===== src/rtl/dmem_ctrl.sv =====
// dmem_ctrl: parametrised data-memory controller sitting beside the CPU core.
// The CPU can have one load/store request outstanding at a time.
// Its response appears READ_LAT cycles after the request cycle and waits
// until the CPU takes it. Requests to addresses >= DEPTH are answered with
// resp_err=1 and do not touch the array. Each such request also increments a
// saturating error counter.
//
// Handshake rules, which apply to both channels:
// - A transfer happens at a rising edge where valid && ready are both high.
// - The producer holds its payload stable while valid is high and ready is low.
// - The controller holds resp_rdata and resp_err steady for as long as
//   resp_valid is high without resp_ready.
//
// READ_LAT must lie in 1..15 and DEPTH must be no larger than 2**ADDR_W.
// The internal signal `state` names the FSM state for debug and checkers.
module dmem_ctrl #(
    parameter int DATA_W   = 8,
    parameter int ADDR_W   = 8,
    parameter int DEPTH    = 256,
    parameter int READ_LAT = 2,
    parameter int ERRCNT_W = 8
) (
    input  logic                clk,
    input  logic                reset,
    input  logic                req_valid,
    output logic                req_ready,
    input  logic                req_we,
    input  logic [ADDR_W-1:0]   req_addr,
    input  logic [DATA_W-1:0]   req_wdata,
    output logic                resp_valid,
    input  logic                resp_ready,
    output logic [DATA_W-1:0]   resp_rdata,
    output logic                resp_err,
    output logic                busy,
    output logic [ERRCNT_W-1:0] err_count
);

    localparam int              IDX_W     = (DEPTH > 1) ? $clog2(DEPTH) : 1;
    // One extra bit so that DEPTH == 2**ADDR_W still compares correctly.
    localparam logic [ADDR_W:0] DEPTH_EXT = (ADDR_W + 1)'(DEPTH);
    localparam logic [3:0]      LAT_M1    = 4'(READ_LAT - 1);

    typedef enum logic [1:0] {
        IDLE = 2'd0,
        WAIT = 2'd1,
        RESP = 2'd2
    } state_t;

    state_t            state;
    state_t            state_next;
    // cnt holds the number of WAIT cycles still to spend, counting the current one.
    logic [3:0]        cnt;
    logic              hold_err;
    logic [DATA_W-1:0] hold_rdata;
    logic [DATA_W-1:0] mem [DEPTH];

    logic              accept;
    logic              addr_err;
    logic [IDX_W-1:0]  idx;

    // The address is compared at full width, so out-of-range addresses never alias.
    assign addr_err = ({1'b0, req_addr} >= DEPTH_EXT);
    assign idx      = req_addr[IDX_W-1:0];
    assign accept   = req_valid && req_ready && !reset;

    // Array write and load capture both happen at the acceptance edge.
    // Errors and stores capture zero.
    always_ff @(posedge clk) begin
        if (accept && !addr_err && req_we) begin
            mem[idx] <= req_wdata;
        end
        if (accept) begin
            hold_rdata <= (!addr_err && !req_we) ? mem[idx] : '0;
        end
    end

    // State register, latency counter, error flag and saturating error counter.
    always_ff @(posedge clk) begin
        if (reset) begin
            state     <= IDLE;
            cnt       <= '0;
            hold_err  <= 1'b0;
            err_count <= '0;
        end else begin
            state <= state_next;
            if (accept) begin
                cnt      <= LAT_M1;
                hold_err <= addr_err;
                if (addr_err && (err_count != '1)) begin
                    err_count <= err_count + ERRCNT_W'(1);
                end
            end else if (state == WAIT) begin
                cnt <= cnt - 4'd1;
            end
        end
    end

    // Next-state logic: WAIT is skipped entirely when READ_LAT is 1.
    always_comb begin
        state_next = state;
        case (state)
            IDLE: begin
                if (accept) begin
                    state_next = (READ_LAT > 1) ? WAIT : RESP;
                end
            end
            WAIT: begin
                if (cnt == 4'd1) begin
                    state_next = RESP;
                end
            end
            RESP: begin
                if (resp_ready) begin
                    state_next = IDLE;
                end
            end
            default: state_next = IDLE;
        endcase
    end

    // Outputs decoded from state.
    // Response payload is forced to zero whenever no response is presented.
    always_comb begin
        req_ready  = (state == IDLE);
        busy       = (state != IDLE);
        resp_valid = (state == RESP);
        resp_rdata = resp_valid ? hold_rdata : '0;
        resp_err   = resp_valid && hold_err;
    end

endmodule


===== config.mk =====
export PLATFORM = sky130hd
export DESIGN_NAME = dmem_ctrl
export DESIGN_NICKNAME = d
export VERILOG_FILES = /design/src/rtl/dmem_ctrl.sv
export SDC_FILE = /design/constraint.sdc
export NUM_CORES = 2
export LEC_CHECK = 0
export ABC_CLOCK_PERIOD_IN_PS = 6000
export BUFFER_PORTS_ARGS = -buffer_cell sky130_fd_sc_hd__buf_2
export CAP_MARGIN = 30
export CORE_ASPECT_RATIO = 1.1
export CORE_UTILIZATION = 36
export DETAILED_ROUTE_END_ITERATION = 6
export GPL_ROUTABILITY_DRIVEN = 0
export GPL_TIMING_DRIVEN = 0
export PLACE_DENSITY_LB_ADDON = 0.08
export SLEW_MARGIN = 20
export SYNTH_ARGS = -nofsm -noshare
export SYNTH_HDL_FRONTEND = slang
export SYNTH_SLANG_ARGS = --single-unit

===== constraint.sdc =====
create_clock -name clk -period 6 [get_ports clk]
set_input_delay 0.3 -clock clk [delete_from_list [all_inputs] [get_ports clk]]
set_output_delay 0.3 -clock clk [all_outputs]
set_load 0.01 [all_outputs]

# Word-level counts from Yosys, hierarchy flattened
# Memories as Yosys holds them, arrays and structs flattened. A register that Yosys moved wholly into a read port is not among the register bits.
# Cells that the tools add are included.
# totals
romBits	0
out_inout_bits	20
inputBits	21
ff_bits	6
latchBits	0
n_memories	1
wordCells	29
mem_bits_rw	2048
# op_classes
addsub	1
n_bitwise	0
reduce_logical	9
n_mux	9
n_eq_ne	6
order_cmp	0
multipliers	0
div_mod_pow	0
shift	0
# mem_list
memory	words	word_bits	rd	rd_clocked_by_memory_dff	write_ports	line_no	rtl
mem	256	8	1	1	1	55	logic [DATA_W-1:0] mem [DEPTH];
# op_table
cell	n
$mux 8	1
$mux 2	3
$ne 2x1->1 const B	3
$pmux 2 s3	1
$eq 4x1->1 const B	1
$mux 1	4
$reduce_bool 2->1	2
$sub 4x1->4 const B	1
$logic_and 1x1->1	3
$reduce_and 3->1	1
$eq 2x1->1 const B	1
$eq 2x2->1 const B	1
$logic_not 2->1	1
$reduce_or 2->1	1
$logic_not 1->1	1

# Depth between registers and ports, before layout
# depth
ltp_word	6
depth_mapped	12

# Worst setup path before layout
# No wires, ideal clock.
# synth_timing
path_kind	reg-to-reg
startpoint	reg state[0]
endpoint	mem mem[114][0] (enable)
setup_time_ps	370
stages_incl_launch_ff	9
slack_ps	2809
t_arrival_ps	2820
cell_sequence	dfxtp_1 > nor2_1 > inv_1 > nor3b_1 > nand2_1 > nor3b_1 > nand2_1 > buf_2 > nor2_1
# synth_between
elab_chain_len	6
# synth_lines
item	line_no	rtl
start, declared	49	state_t state;
start signal, assigned	85	state <= state_next;
$logic_not 2->1	124	req_ready = (state == IDLE);
via req_ready	26	output logic req_ready,
$logic_and 1x1->1 (2 in a row)	64	assign accept = req_valid && req_ready && !reset;
via accept	57	logic accept;
$logic_and 1x1->1	69	if (accept && !addr_err && req_we) begin
$mux 1	69	
$mux 1 (not written as such)	70	mem[idx] <= req_wdata;
end, declared	55	
# The timed path passes the listed nets, and every way through them passes these cells.

# Worst setup path after layout
# layout_timing
startpoint	in req_addr[1]
endpoint	mem mem[87][3] (enable)
# layout_lines
item	line_no	rtl
start, declared	28	input logic [ADDR_W-1:0] req_addr,
# No word-level cell before the write port.

==> flow_metrics.env <==
export IMPL_pwr_share_clk=0.424
export IMPL_yosysWarningCount=0
export IMPL_synth_seq_cells=2062
export IMPL_dpl_cell_count=6952
export IMPL_async_flop_share=0
export IMPL_nets=4308
export IMPL_start_kind="input pin"
export IMPL_synth_edf_count=2056
export IMPL_cpMaxStageDelayCell="nor2_1"
export IMPL_rsz0062_at_grt="false"
export IMPL_finalHoldViolations=0
export IMPL_p_int_mw=23.7
export IMPL_grt_overflow=0
export IMPL_fmax_ghz=0.198
export IMPL_fin_area_um2=92800
export IMPL_dp_slack_ns=0.0162
export IMPL_layout_cells_non_filler=7402
export IMPL_grt_pass1_vias=42300
export IMPL_drc_errors=0
export IMPL_drtAntennaViolNets=0
export IMPL_ctsResizeCount=0
export IMPL_cts_root_buffer="clkbuf_16"
export IMPL_area_delta_synth_final_pct=15.2
export IMPL_die_area_um2=226000
export IMPL_die_h_um=498
export IMPL_p_per_area_nw_per_um2=330
export IMPL_htree_levels=4
export IMPL_finalMaxSlewViolations=0
export IMPL_port_buffers=26
export IMPL_crit_type="input pin to flop"
export IMPL_p_seq_frac=0.518
export IMPL_p_sw_mw=6.96
export IMPL_finalClockSkew_ns=0.0300
export IMPL_tightest_slew_ns=1.08
export IMPL_drtPass1Iterations=5
export IMPL_grt_pass1_wl_um=375000
export IMPL_dpl_cell_area_um2=85700
export IMPL_clock_path_buffers=3
export IMPL_cts_buffers=218
export IMPL_path_common_cell="buf_4"
export IMPL_utilization=0.419
export IMPL_synth_distinct_cells=65
export IMPL_routedLengthMet1_um=114000
export IMPL_cts_tree="built"
export IMPL_clock_latency_ns=0.86
export IMPL_sw_frac_of_total=0.227
export IMPL_place_hpwl_um=189000
export IMPL_vdd_ir_drop_max_uv=316
export IMPL_dr_wl_met2_um=137000
export IMPL_path_cells="buf_4 > buf_4 > buf_4 > buf_2 > buf_6 > buf_2 > and4_1 > nand2_1 > clkbuf_2 > buf_16 > nor2_1"
export IMPL_io_pin_count=41
export IMPL_power_share_combinational=0.057
export IMPL_worst_slack_ns=0.943
export IMPL_wl_met3_um=17300
export IMPL_drt_iter0_drc=4844
export IMPL_syn_avg_cell_area_um2=20.6
export IMPL_drive_above_1_share=0.220
export IMPL_routed_via_density=5.69
export IMPL_relSlewSlack=0.283
export IMPL_crit_required_ns=6.46
export IMPL_crit_arrival_ns=5.52
export IMPL_hp_class="input pin to flop"
export IMPL_fp_coreArea_um2=222000
export IMPL_grt_max_degree=112
export IMPL_rows=181
export IMPL_cpLargestDelayFamily="buffers and inverters"
export IMPL_cap_violations=0
export IMPL_clock_sinks=2062
export IMPL_yosysSeqAreaShare=0.768
export IMPL_initial_core_util=0.363
export IMPL_slowest_delay_ns=0.76
export IMPL_synth_cells=3914
export IMPL_antenna_found_initial=21
export IMPL_die_w_um=453
export IMPL_synthesis_area_um2=80600
export IMPL_outcome="finished clean"
export IMPL_cp_end_kind="flop"
export IMPL_leakagePower_nw=29.5
export IMPL_period_share=0.843
export IMPL_path_buf_inv=8
export IMPL_synth_ff_type="edfxtp_1"
export IMPL_vias=42100
export IMPL_post_route_min_period_ns=5.06
export IMPL_total_power_mw=30.6
export IMPL_avgRoutedWirePerCell_um=37.7
export IMPL_crit_fanout=10
export IMPL_grt_usage=0.247
export IMPL_clk_pin_slew_ns=0.06
export IMPL_top_layer_used="met5"
export IMPL_setup_violations=0
export IMPL_wl_um=279000
stage by stage:
step	hold slack, ns	setup TNS [ns]
4_1_cts	0.141	0
2_1_floorplan	0.372	0
5_1_grt	0.152	0
6_report	0.211	0
3_5_place_dp	0.504	0
3_3_place_gp	0.497	-391.79
registers in the layout, indices dropped and copies added, names as in the netlist:
name and cells:
cnt 4, hold_rdata 8, mem 2048, state 2
Yosys cell counts, drive strengths merged, types with 34 or more instances:
library cell	n	area [µm²]
edfxtp	2056	61700
mux4	403	9220
nor2	294	1100
mux2i	286	2860
buf	171	1200
a22oi	108	811
nand2	80	300
clkbuf	74	290
o22ai	49	307
nand3	45	225
a221oi	41	359
o21ai	34	170
final timing paths:
kind,start,end,slack [ns],depth (start not counted)
setup / recovery,req_addr[1],mem[87][3],0.94,11
hold / removal,req_we,hold_rdata[0],0.21,2
setup reg to reg,state[0],mem[82][3],1.33,8
hold reg to reg,cnt[1],cnt[1],0.54,2
worst register-to-register path, stage by stage, from the launching register on:
cell,delay [ns]
dfxtp_1,0.37
nor2_1,0.14
inv_1,0.08
nor3b_2,0.58
nand2_1,0.23
nor3b_1,0.52
nand2_1,0.78
buf_2,0.69
nor2_1,0.89
cell usage in the layout (no fill, tap or decap), types with 10 or more instances in the layout:
cell type,n
o22ai_1,49
a21oi_1,26
inv_1,15
clkbuf_2,18
mux4_2,364
dlygate4sd3_1,12
buf_16,24
bufinv_16,13
o211ai_1,11
buf_6,39
buf_8,14
buf_4,125
o21ai_0,34
nand2_1,76
edfxtp_1,2056
and2_1,18
a221oi_1,41
nand3_1,45
mux4_1,39
nor4_1,13
clkbuf_1,109
nor2b_1,10
mux2i_1,286
buf_2,90
clkbuf_16,220
clkinv_2,30
a31oi_1,17
a22oi_1,108
nand4_1,20
nor3_1,10
clkinv_1,67
nor2_1,293
final cells by class:
class | count | area, µm²
Antenna cell | 8 | 20.0
Clock inverter | 126 | 1010
Clock buffer | 275 | 5710
Fill cell | 19400 | 129000
Buffer | 246 | 1520
Sequential cell | 2062 | 61900
Timing Repair Buffer | 143 | 1700
Multi-Input combinational cell | 1599 | 17200
Inverter | 15 | 56.3
Tap cell | 2928 | 3660
routing by layer:
| metal | vias up | global-route usage |
|---|---|---|
| met5 | - | 0 |
| met4 | 6 | 0.0906 |
| met3 | 424 | 0.0395 |
| met2 | 1662 | 0.406 |
| met1 | 23000 | 0.330 |
| li1 | 17100 | - |
power by group through the flow:
stage / Clock [mW] / Sequential, mW / Combinational (mW)
detailed placement: 0 / 16.2 / 1.76
floorplan: 0 / 16.2 / 0.766
global route: 13.7 / 15.9 / 1.81
global placement: 0 / 16.2 / 1.68
CTS: 13.2 / 15.9 / 1.77
finish: 13.0 / 15.9 / 1.76
timing repair:
item / 4_1_cts / 5_1_grt
endpoints found under the hold margin: 529 / 0
hold buffers: 12 / 0
setup buffers: 0 / 0
cell families (layout without fill, tap and decap cells):
logic type      after synthesis  in the layout  share of synthesized area
compound gates              361            361                     0.0324
fa+ha+maj                     2              2                   0.000311
buf+inv                     261            805                     0.0193
flops                      2062           2062                      0.768
mux                         692            692                      0.150
other cells                   1             17                  0.0000465
simple gates                535            535                     0.0297
Note: power is estimated with default switching activity, not from simulation.
